[src/rtl/servo_cmd_sequencer_pkg.sv]
// Shared command codes and sequencer state encoding.
// The servo controller imports the same codes so both sides agree on meaning.
package servo_cmd_sequencer_pkg;

    localparam int CODE_W = 3;
    typedef logic [CODE_W-1:0] cmd_code_t;

    localparam cmd_code_t CMD_IDLE      = 3'd1;
    localparam cmd_code_t CMD_DELIVERY  = 3'd2;
    localparam cmd_code_t CMD_TOP       = 3'd3;
    localparam cmd_code_t CMD_INCREMENT = 3'd4;
    localparam cmd_code_t CMD_DECREMENT = 3'd5;

    typedef enum logic [2:0] {
        S_IDLE       = 3'd0,
        S_ISSUE      = 3'd1,
        S_WAIT_START = 3'd2,
        S_WAIT_DONE  = 3'd3,
        S_GAP        = 3'd4
    } seq_state_t;

    typedef struct packed {
        logic      valid;
        cmd_code_t code;
    } cmd_req_t;

    function automatic logic cmd_is_valid(input cmd_code_t code);
        return (code >= CMD_IDLE) && (code <= CMD_DECREMENT);
    endfunction

endpackage

[src/rtl/servo_cmd_fifo.sv]
// Command queue: power-of-two depth, wrapping pointers, occupancy counter.
// A push into a full queue is taken only when a pop frees the head slot in the same cycle.
module servo_cmd_fifo
    import servo_cmd_sequencer_pkg::*;
#(
    parameter int DEPTH = 4
) (
    input  logic                   clk,
    input  logic                   rst,
    input  logic                   push,
    input  cmd_code_t              wr_data,
    input  logic                   pop,
    output cmd_code_t              rd_data,
    output logic                   full,
    output logic                   empty,
    output logic [$clog2(DEPTH):0] count
);

    localparam int AW = $clog2(DEPTH);
    localparam int CW = AW + 1;

    cmd_code_t         mem [DEPTH];
    logic [AW-1:0]     wr_ptr;
    logic [AW-1:0]     rd_ptr;
    logic              do_push;
    logic              do_pop;

    assign full    = (count == CW'(DEPTH));
    assign empty   = (count == '0);
    assign do_pop  = pop && !empty;
    assign do_push = push && (!full || do_pop);
    assign rd_data = mem[rd_ptr];

    always_ff @(posedge clk) begin
        if (do_push)
            mem[wr_ptr] <= wr_data;
    end

    always_ff @(posedge clk or posedge rst) begin
        if (rst) begin
            wr_ptr <= '0;
            rd_ptr <= '0;
            count  <= '0;
        end else begin
            if (do_push)
                wr_ptr <= wr_ptr + AW'(1);
            if (do_pop)
                rd_ptr <= rd_ptr + AW'(1);
            case ({do_push, do_pop})
                2'b10:   count <= count + CW'(1);
                2'b01:   count <= count - CW'(1);
                default: count <= count;
            endcase
        end
    end

endmodule

[src/rtl/servo_cmd_sequencer.sv]
// Arbitrates UART and button requests into a FIFO and issues them one at a time
// to the servo controller, waiting for start/finish and enforcing a gap between commands.
module servo_cmd_sequencer
    import servo_cmd_sequencer_pkg::*;
#(
    parameter int DEPTH         = 4,
    parameter int START_TIMEOUT = 8
) (
    input  logic                   clk,
    input  logic                   rst,
    input  logic                   uart_valid,
    input  logic [2:0]             uart_code,
    input  logic                   btn_up,
    input  logic                   btn_down,
    input  logic                   servo_moving,
    input  logic                   servo_reached,
    output logic [2:0]             servo_state,
    output logic                   servo_cmd_valid,
    output logic                   busy,
    output logic [$clog2(DEPTH):0] q_count,
    output logic                   err_drop,
    output logic                   err_timeout
);

    localparam int TW = $clog2(START_TIMEOUT) + 1;

    seq_state_t    state;
    seq_state_t    state_nxt;
    logic [TW-1:0] cnt;
    logic          btn_armed;
    logic          btn_up_q;
    logic          btn_down_q;
    logic          up_rise;
    logic          down_rise;
    cmd_req_t      uart_req;
    cmd_req_t      btn_req;
    cmd_req_t      push_req;
    logic          drop;
    logic          pop;
    logic          fifo_full;
    logic          fifo_empty;
    cmd_code_t     head;

    // Edge detection stays disarmed for the first cycle after reset so a held button is ignored.
    always_ff @(posedge clk or posedge rst) begin
        if (rst) begin
            btn_armed  <= 1'b0;
            btn_up_q   <= 1'b0;
            btn_down_q <= 1'b0;
        end else begin
            btn_armed  <= 1'b1;
            btn_up_q   <= btn_up;
            btn_down_q <= btn_down;
        end
    end

    assign up_rise   = btn_armed && btn_up && !btn_up_q;
    assign down_rise = btn_armed && btn_down && !btn_down_q;

    always_comb begin
        uart_req.valid = uart_valid && cmd_is_valid(uart_code);
        uart_req.code  = uart_code;
        btn_req.valid  = up_rise ^ down_rise;
        btn_req.code   = up_rise ? CMD_INCREMENT : CMD_DECREMENT;
        push_req       = uart_req.valid ? uart_req : btn_req;
        drop = (uart_valid && !uart_req.valid)
            || (up_rise && down_rise)
            || (uart_req.valid && btn_req.valid)
            || (push_req.valid && fifo_full && !pop);
    end

    servo_cmd_fifo #(.DEPTH(DEPTH)) u_fifo (
        .clk     (clk),
        .rst     (rst),
        .push    (push_req.valid),
        .wr_data (push_req.code),
        .pop     (pop),
        .rd_data (head),
        .full    (fifo_full),
        .empty   (fifo_empty),
        .count   (q_count)
    );

    always_ff @(posedge clk or posedge rst) begin
        if (rst)
            state <= S_IDLE;
        else
            state <= state_nxt;
    end

    // Counter restarts on every state change; it times WAIT_START and GAP.
    always_ff @(posedge clk or posedge rst) begin
        if (rst)
            cnt <= '0;
        else if (state != state_nxt)
            cnt <= '0;
        else
            cnt <= cnt + TW'(1);
    end

    always_comb begin
        state_nxt = state;
        case (state)
            S_IDLE:       if (pop) state_nxt = S_ISSUE;
            S_ISSUE:      state_nxt = S_WAIT_START;
            S_WAIT_START: begin
                if (servo_moving)
                    state_nxt = S_WAIT_DONE;
                else if (servo_reached || cnt == TW'(START_TIMEOUT - 1))
                    state_nxt = S_GAP;
            end
            S_WAIT_DONE:  if (servo_reached || !servo_moving) state_nxt = S_GAP;
            S_GAP:        if (cnt == TW'(1)) state_nxt = S_IDLE;
            default:      state_nxt = S_IDLE;
        endcase
    end

    always_comb begin
        servo_cmd_valid = (state == S_ISSUE);
        pop             = (state == S_IDLE) && !fifo_empty && !servo_moving;
        busy            = (state != S_IDLE) || !fifo_empty;
        err_timeout     = (state == S_WAIT_START) && !servo_moving && !servo_reached
                       && (cnt == TW'(START_TIMEOUT - 1));
    end

    always_ff @(posedge clk or posedge rst) begin
        if (rst) begin
            servo_state <= CMD_IDLE;
            err_drop    <= 1'b0;
        end else begin
            if (pop)
                servo_state <= head;
            err_drop <= drop;
        end
    end

endmodule

[config.mk]
export PLATFORM = sky130hd
export DESIGN_NAME = servo_cmd_sequencer
export DESIGN_NICKNAME = d
export VERILOG_FILES = /design/src/rtl/servo_cmd_sequencer_pkg.sv /design/src/rtl/servo_cmd_fifo.sv /design/src/rtl/servo_cmd_sequencer.sv
export SDC_FILE = /design/constraint.sdc
export NUM_CORES = 1
export LEC_CHECK = 0
export CAP_MARGIN = 10
export CORE_UTILIZATION = 54
export DETAILED_ROUTE_END_ITERATION = 8
export PLACE_DENSITY = 0.83
export SYNTH_ARGS = -nofsm -noshare
export SYNTH_HDL_FRONTEND = slang
export SYNTH_SLANG_ARGS = --single-unit
[constraint.sdc]
create_clock -name clk -period 3.1 [get_ports clk]
set_input_delay 0.31 -clock clk [delete_from_list [all_inputs] [get_ports clk]]
set_output_delay 0.31 -clock clk [all_outputs]
set_load 0.01 [all_outputs]
==> key figures, run 1 <==
Setup path
  – R2R Setup Slk: 0.72 ns
  – Worst path required time: 3.32 ns
  – Reg-to-Reg Start: state[1]
  – CP Capture Type: flip-flop
  – CP Launch Type: input pin
  – Crit-path slowest cell: or4_4
  – WS Path Type: input pin to flip-flop
  – Worst setup path end: u_fifo.count[2]
  – Crit-path max cell delay: 0.63 ns
  – Crit path from: servo_moving
  – Worst-path fanout max: 8
  – Cells on worst reg2reg path: 7
  – Critical-path cell list: clkdlybuf4s50_1 > or4_4 > nor2_8 > nand2_1 > fa_1 > nor4_2 > a31oi_1 > xnor2_1
  – Crit path DAT: 2.60 ns
  – Worst R2R End: u_fifo.count[2]

Clock network
  – CTS root buf: clkbuf_4
  – Post-CTS sizing: 0
  – Setup Buffers After CTS: 0
  – Num CTS Buffers: 5
  – CTS sink cnt: 33
  – Cts-stage hold buffer count: 0
  – CTS Buffer Depth: 2
  – CTS clk-pin slew, worst paths: 0.10 ns
  – Clk Latency, worst-skew pair: 0.33 ns
  – H-tree depth: 2
  – CTS tree: done

Power
  – NetSw: 0.590 mW
  – Sw Share: 0.346
  – Power per cell area: 869 mW/mm^2
  – Pleak: 0.777 nW
  – Cell Int Power: 1.11 mW
  – Combinational share of power: 0.391
  – Worst VDD drop: 0.443 mV
  – Clock group share of total power: 0.180
  – Sequential share of power: 0.429

Synth
  – Synth Flop Type: dfrtp_1
  – Mapped Area: 0.00167 mm^2
  – Largest cells by area after synthesis: dfrtp_1, edfxtp_1, ha_1, mux4_2, nand2_1
  – Sequential-to-total area share from yosys stat: 0.532
  – Post-synth cell types: 45
  – Synth top cells by count: dfrtp_1, nand2_1, edfxtp_1, nor2_1
  – Synthesized instance count: 137
  – Top-area cell type share of the netlist area: 0.300
  – Number of synthesized register bits: 33
  – Syn nets: 155
  – Asr flop ratio synth: 0.636
  – Synth Warn #: 0
  – Count leader, synth: dfrtp_1
  – Avg Inst Size Synth: 12.2 um^2
  – EDFF count, synth: 12
  – Area leader, netlist: dfrtp_1

STA
  – Slew Viols, Final: 0
  – Fin worst setup slack: 0.717 ns
  – Clock Skew: 0.0129 ns
  – Final setup vio count: 0
  – Measured slew at the worst slew-check pin: 0.796 ns
  – RSZ-0062 raised after global routing: no
  – Final period util: 0.769
  – Setup TNS: 0 ns
  – Tmin final: 2.38 ns
  – Fin. Hold Viols: 0
  – Highest clock rate: 420 MHz
  – Slew margin rel.: 0.469

Layout
  – Share of cells above drive strength 1: 0.154
  – Fillers: 210
  – Final Util: 0.693
  – Area of the multi-input gates: 736 um^2
  – Final net count: 179
  – Reg area: 887 um^2
  – Ant. Diodes: 0
  – Area growth, synth to finish: 17.6%

Global route
  – GRT Overall Usage: 0.189
  – Antenna violations before repair: 0
  – Met2 Use GR: 0.299
  – GR met1 Demand/Resource: 0.227
  – Global route overflow: 0
  – Largest net degree at the start of global routing: 22
  – Gr busiest metal: met2
  – Met3 Track Usage GR: 0.0680
  – Vias in the first global route: 1080
  – Global-route wire length before repair: 4590 um

Placement
  – Buffers added on ports: 19
  – HPWL Detailed: 2030 um
  – Pre-CTS WS: 0.371 ns
  – RePlAce Congestion: 0.910

Die
  – Die W: 57.6 um
  – Num ports: 20
  – Die area: 0.00331 mm^2
  – Rows: 19
  – Die Y: 57.6 um
  – Core Area: 0.00283 mm^2
  – Initial Util: 0.590

Flow run
  – Max-cap violations: 0

Drt
  – Routed WL: 2670 um
  – TritonRoute pass-1 iters: 6
  – Detailed-route via count: 1104
  – Antenna-violating nets left: 0
  – WL per Instance: 13.8 um
  – DRC Markers: 2
  – Starting DRC count in detailed routing: 55
  – Number of vias per cell: 5.72

Run status
  – Outcome: finished with violations
  – Failing checks: design-rule violations

Hold path
  – Hold WC Path Type: input pin to asynchronous set/reset pin
[layer usage]
| layer | up-vias | wire length, um |
|---|---|---|
| met5 | - | 0 |
| met4 | 0 | 46 |
| met1 | 531 | 1210 |
| met3 | 7 | 129 |
| met2 | 26 | 1280 |
| li1 | 540 | - |
[registers in the layout, indices dropped and copies added, names as in the netlist]
register,flops
btn_armed,1
u_fifo.mem,12
err_drop,1
state,3
u_fifo.count,3
u_fifo.rd_ptr,2
servo_state,3
btn_up_q,1
u_fifo.wr_ptr,2
btn_down_q,1
cnt,4
[layout make-up]
| class | count | area share |
|---|---|---|
| sequential | 33 | 0.452 |
| tap | 31 | 0.0198 |
| clock inverter | 2 | 0.0172 |
| clock buffer | 6 | 0.0211 |
| multi-input combinational | 94 | 0.375 |
| timing repair buffer | 20 | 0.101 |
| inverter | 7 | 0.0134 |
[cell usage in the layout, fill, tap and decap left out, drive strengths merged, types with 2 or more instances in the layout]
cell type,instances
a21oi,5
a31oi,2
and2,6
clkbuf,6
clkdlybuf4s50,19
dfrtp,20
edfxtp,12
ha,7
inv,7
mux2,3
mux4,3
nand2,14
nand3b,4
nor2,13
nor3,3
nor4,2
o21ai,5
o311ai,2
xnor2,5
xor2,2
[worst min path at each step]
stage / from / endpoint / slack [ns] / cells after the start
global route: btn_up / btn_up_q / 0.45 / 1
detailed placement: cnt[0] / cnt[0] / 0.49 / 1
CTS: btn_down / btn_down_q / 0.42 / 1
global placement: cnt[0] / cnt[0] / 0.47 / 1
floorplan: rst / btn_armed / 0.29 / 1
finish: rst / state[1] / 0.42 / 2
[worst max-delay path: cells and delay by family]
kind                       cells  cell delay, ns
AOI/OAI and AO/OA              1            0.09
xor gates and xnor gates       1            0.15
adders and majority gates      1            0.40
buffers and inverters          1            0.49
and+or+nand+nor                4            1.16
[power groups by stage]
stage	sequential [mW]	clock (mW)	combinational, mW
3_3_place_gp	0.729	0	0.636
2_1_floorplan	0.700	0	0.497
4_1_cts	0.731	0.316	0.668
6_report	0.730	0.307	0.666
3_5_place_dp	0.739	0	0.663
5_1_grt	0.753	0.328	0.736
[through the flow]
stage / power [mW] / hold WS, ns / area [um^2] / cells
2_1_floorplan: 1.20 / 0.286 / 1670 / 137
3_3_place_gp: 1.37 / 0.470 / 1890 / 185
3_5_place_dp: 1.40 / 0.494 / 1890 / 185
4_1_cts: 1.72 / 0.423 / 1960 / 193
5_1_grt: 1.82 / 0.448 / 1960 / 193
6_report: 1.70 / 0.422 / 1960 / 193
[cells by family (layout without fill, tap and decap cells)]
logic type	after synthesis	count (layout)	share of synthesized area
AOI/OAI and AO/OA	20	20	0.0870
xor gates and xnor gates	7	7	0.0368
adders and majority gates	8	8	0.0645
buffers and inverters	10	35	0.0270
DFF	33	33	0.532
muxes	6	6	0.0608
other	1	1	0.00225
and+or+nand+nor	52	52	0.190
Note: power is estimated with default switching activity, not from simulation.
==> inputs of run 2 (changes only) <==
==> constraint.sdc (replaced) <==
create_clock -name clk -period 2.2 [get_ports clk]
set_input_delay 0.22 -clock clk [delete_from_list [all_inputs] [get_ports clk]]
set_output_delay 0.22 -clock clk [all_outputs]
set_load 0.01 [all_outputs]
==> run 2 against run 1 <==
The run still ends with design-rule violations left. Worst hold slack got worse by 0.092 ns. Clock skew is 0.0066 ns lower. Design area up 4.0%. Via count grew 5.7%. Routed wire length up 10%. Sequential power is 35% higher. Combinational power increased by 65%. Sequential cell count unchanged. Count of clock-buffer cells in the layout unchanged. Worst setup slack lost 0.63 ns. Critical path depth decreased by 2. Core utilization rose by 2.8 points. Highest routed layer unchanged.
==> key figures, run 2 (synthesized netlist as in run 1, its figures left out) <==
Drt
  – WL per Instance: 14.3 um (+3.3%)
  – Antenna-violating nets left: 0 (unchanged)
  – TritonRoute pass-1 iters: 7 (+1)
  – Starting DRC count in detailed routing: 74 (+35%)
  – Detailed-route via count: 1167 (+5.7%)
  – Routed WL: 2940 um (+10%)
  – Number of vias per cell: 5.67 (-0.96%)
  – DRC Markers: 2 (unchanged)

Power
  – Power per cell area: 1180 mW/mm^2 (+35%)
  – Pleak: 0.833 nW (+7.2%)
  – Sequential share of power: 0.412 (-0.017)
  – Combinational share of power: 0.457 (+0.066)
  – Power, Total: 2.40 mW (+41%)
  – Worst VDD drop: 0.749 mV (+69%)
  – Clock group share of total power: 0.132 (-0.048)
  – Cell Int Power: 1.53 mW (+38%)
  – Sw Share: 0.361 (+0.0151)
  – NetSw: 0.867 mW (+47%)

STA
  – Final period util: 0.961
  – Tmin final: 2.12 ns
  – Measured slew at the worst slew-check pin: 0.794 ns (-0.00203 ns)
  – Fin. Hold Viols: 0 (unchanged)
  – Highest clock rate: 473 MHz
  – Slew Viols, Final: 0 (unchanged)
  – Clock Skew: 0.00623 ns (-0.00665 ns)
  – RSZ-0062 raised after global routing: no
  – Slew margin rel.: 0.470 (+0.00136)
  – Final setup vio count: 0 (unchanged)

Layout
  – Largest reg by FF count: u_fifo.mem
  – Most common cell after layout, fill and taps aside: dfrtp_1
  – Commonest non-fill, non-tap cells in the layout: dfrtp_1, clkdlybuf4s50_1, buf_4, nand2_1, edfxtp_1
  – Final net count: 192 (+7.3%)
  – Ant. Diodes: 0 (unchanged)
  – Largest register FFs: 12 (unchanged)
  – Biggest regs: u_fifo.mem: 12 flops, cnt: 4 flops
  – Share of cells above drive strength 1: 0.234 (+0.0800)
  – Fillers: 183 (-13%)
  – Final Util: 0.721 (+0.0279)
  – Area growth, synth to finish: 22.3%
  – Fin cells: 206 (+6.7%)

Clock network
  – CTS Buffer Depth: 2 (unchanged)
  – Cts-stage hold buffer count: 0 (unchanged)
  – CTS tree: done
  – CTS sink cnt: 33 (unchanged)
  – CTS clk-pin slew, worst paths: 0.10 ns (about the same)
  – Clk Latency, worst-skew pair: 0.32 ns (about the same)
  – Setup Buffers After CTS: 0 (unchanged)
  – Num CTS Buffers: 5 (unchanged)
  – Post-CTS sizing: 0 (unchanged)
  – H-tree depth: 2 (unchanged)
  – CTS root buf: clkbuf_4

Setup path
  – CP Launch Type: flip-flop
  – Worst path required time: 2.43 ns (-0.89 ns)
  – Reg-to-Reg Start: state[1]
  – Crit path DAT: 2.35 ns (-0.25 ns)
  – Crit path from: state[1]
  – CP Capture Type: flip-flop
  – WS Path Type: flip-flop to flip-flop
  – Worst-path fanout max: 2 (-6)

Die
  – Initial Util: 0.590 (unchanged)
  – Core Area: 0.00283 mm^2 (unchanged)
  – Die Y: 57.6 um (unchanged)
  – Num ports: 20 (unchanged)
  – Die W: 57.6 um (unchanged)
  – Die area: 0.00331 mm^2 (unchanged)
  – Rows: 19 (unchanged)

Placement
  – RePlAce Congestion: 0.818 (-10%)
  – Buffers added on ports: 19 (unchanged)
  – Cells after DPL: 197 (+6.5%)
  – HPWL Detailed: 2270 um (+12%)

Global route
  – Global-route wire length before repair: 4790 um (+4.4%)
  – Largest net degree at the start of global routing: 22 (unchanged)
  – GRT Overall Usage: 0.199 (+0.00939)
  – Antenna violations before repair: 0 (unchanged)
  – Vias in the first global route: 1147 (+6.2%)
  – Global route overflow: 0 (unchanged)

Flow run
  – Max-cap violations: 0 (unchanged)

Run status
  – Failing checks: design-rule violations
  – Outcome: finished with violations

Hold path
  – Hold WC Path Type: input pin to asynchronous set/reset pin
==> run 2: power groups by stage <==
stage          combinational (mW)  sequential, mW  clock [mW]
3_5_place_dp                 1.08            1.00           0
2_1_floorplan               0.709           0.987           0
5_1_grt                      1.19            1.01       0.348
6_report                     1.10           0.988       0.316
4_1_cts                      1.09           0.987       0.328
3_3_place_gp                 1.02           0.985           0
==> run 2: worst max-delay path: stages, from the launching register on <==
cell	delay (ns)
dfrtp_1	0.39
or4_4	0.58
nor2_8	0.13
nand2_2	0.06
fa_2	0.45
a211o_1	0.24
o221ai_1	0.18
==> run 2: layout make-up <==
cell class,count,area [um^2],area share
flip-flops and latches,33,887,0.435
clock inverters,2,10.0,0.00491
well taps,31,38.8,0.0190
repair buffers,33,295,0.145
multi-input cells,94,741,0.363
clock buffers,6,41.3,0.0202
inverters,7,26.3,0.0129
==> run 2: path summary, 6_finish.rpt <==
path | to | slack [ns] | depth (start not counted)
max | u_fifo.count[1] | 0.08 | 6
min | cnt[0] | 0.33 | 2
max reg2reg | u_fifo.count[1] | 0.08 | 6
min reg2reg | servo_state[2] | 0.53 | 1
max in group asynchronous | u_fifo.count[1] | 1.37 | 2
min in group clk | btn_down_q | 0.36 | 1
==> run 2: through the flow <==
step           setup TNS (ns)  setup slack, ns  hold WS (ns)  instance area [um^2]
6_report                    0           0.0849         0.330                  2040
2_1_floorplan      -0.0000320       -0.0000320         0.196                  1670
5_1_grt                     0         0.000278         0.355                  2040
3_3_place_gp           -0.275           -0.111         0.475                  1980
4_1_cts                     0           0.0824         0.328                  2030
3_5_place_dp           -0.663           -0.192         0.503                  1980
==> run 2: layer usage <==
metal | GRT usage | vias up | wire (um) | share of wire
met3 | 0.0612 | 4 | 138 | 0.047
met2 | 0.337 | 39 | 1510 | 0.51
met4 | 0.0871 | 0 | 29 | 0.0099
met1 | 0.232 | 560 | 1270 | 0.43
met5 | 0 | - | 0 | 0
li1 | - | 564 | - | -
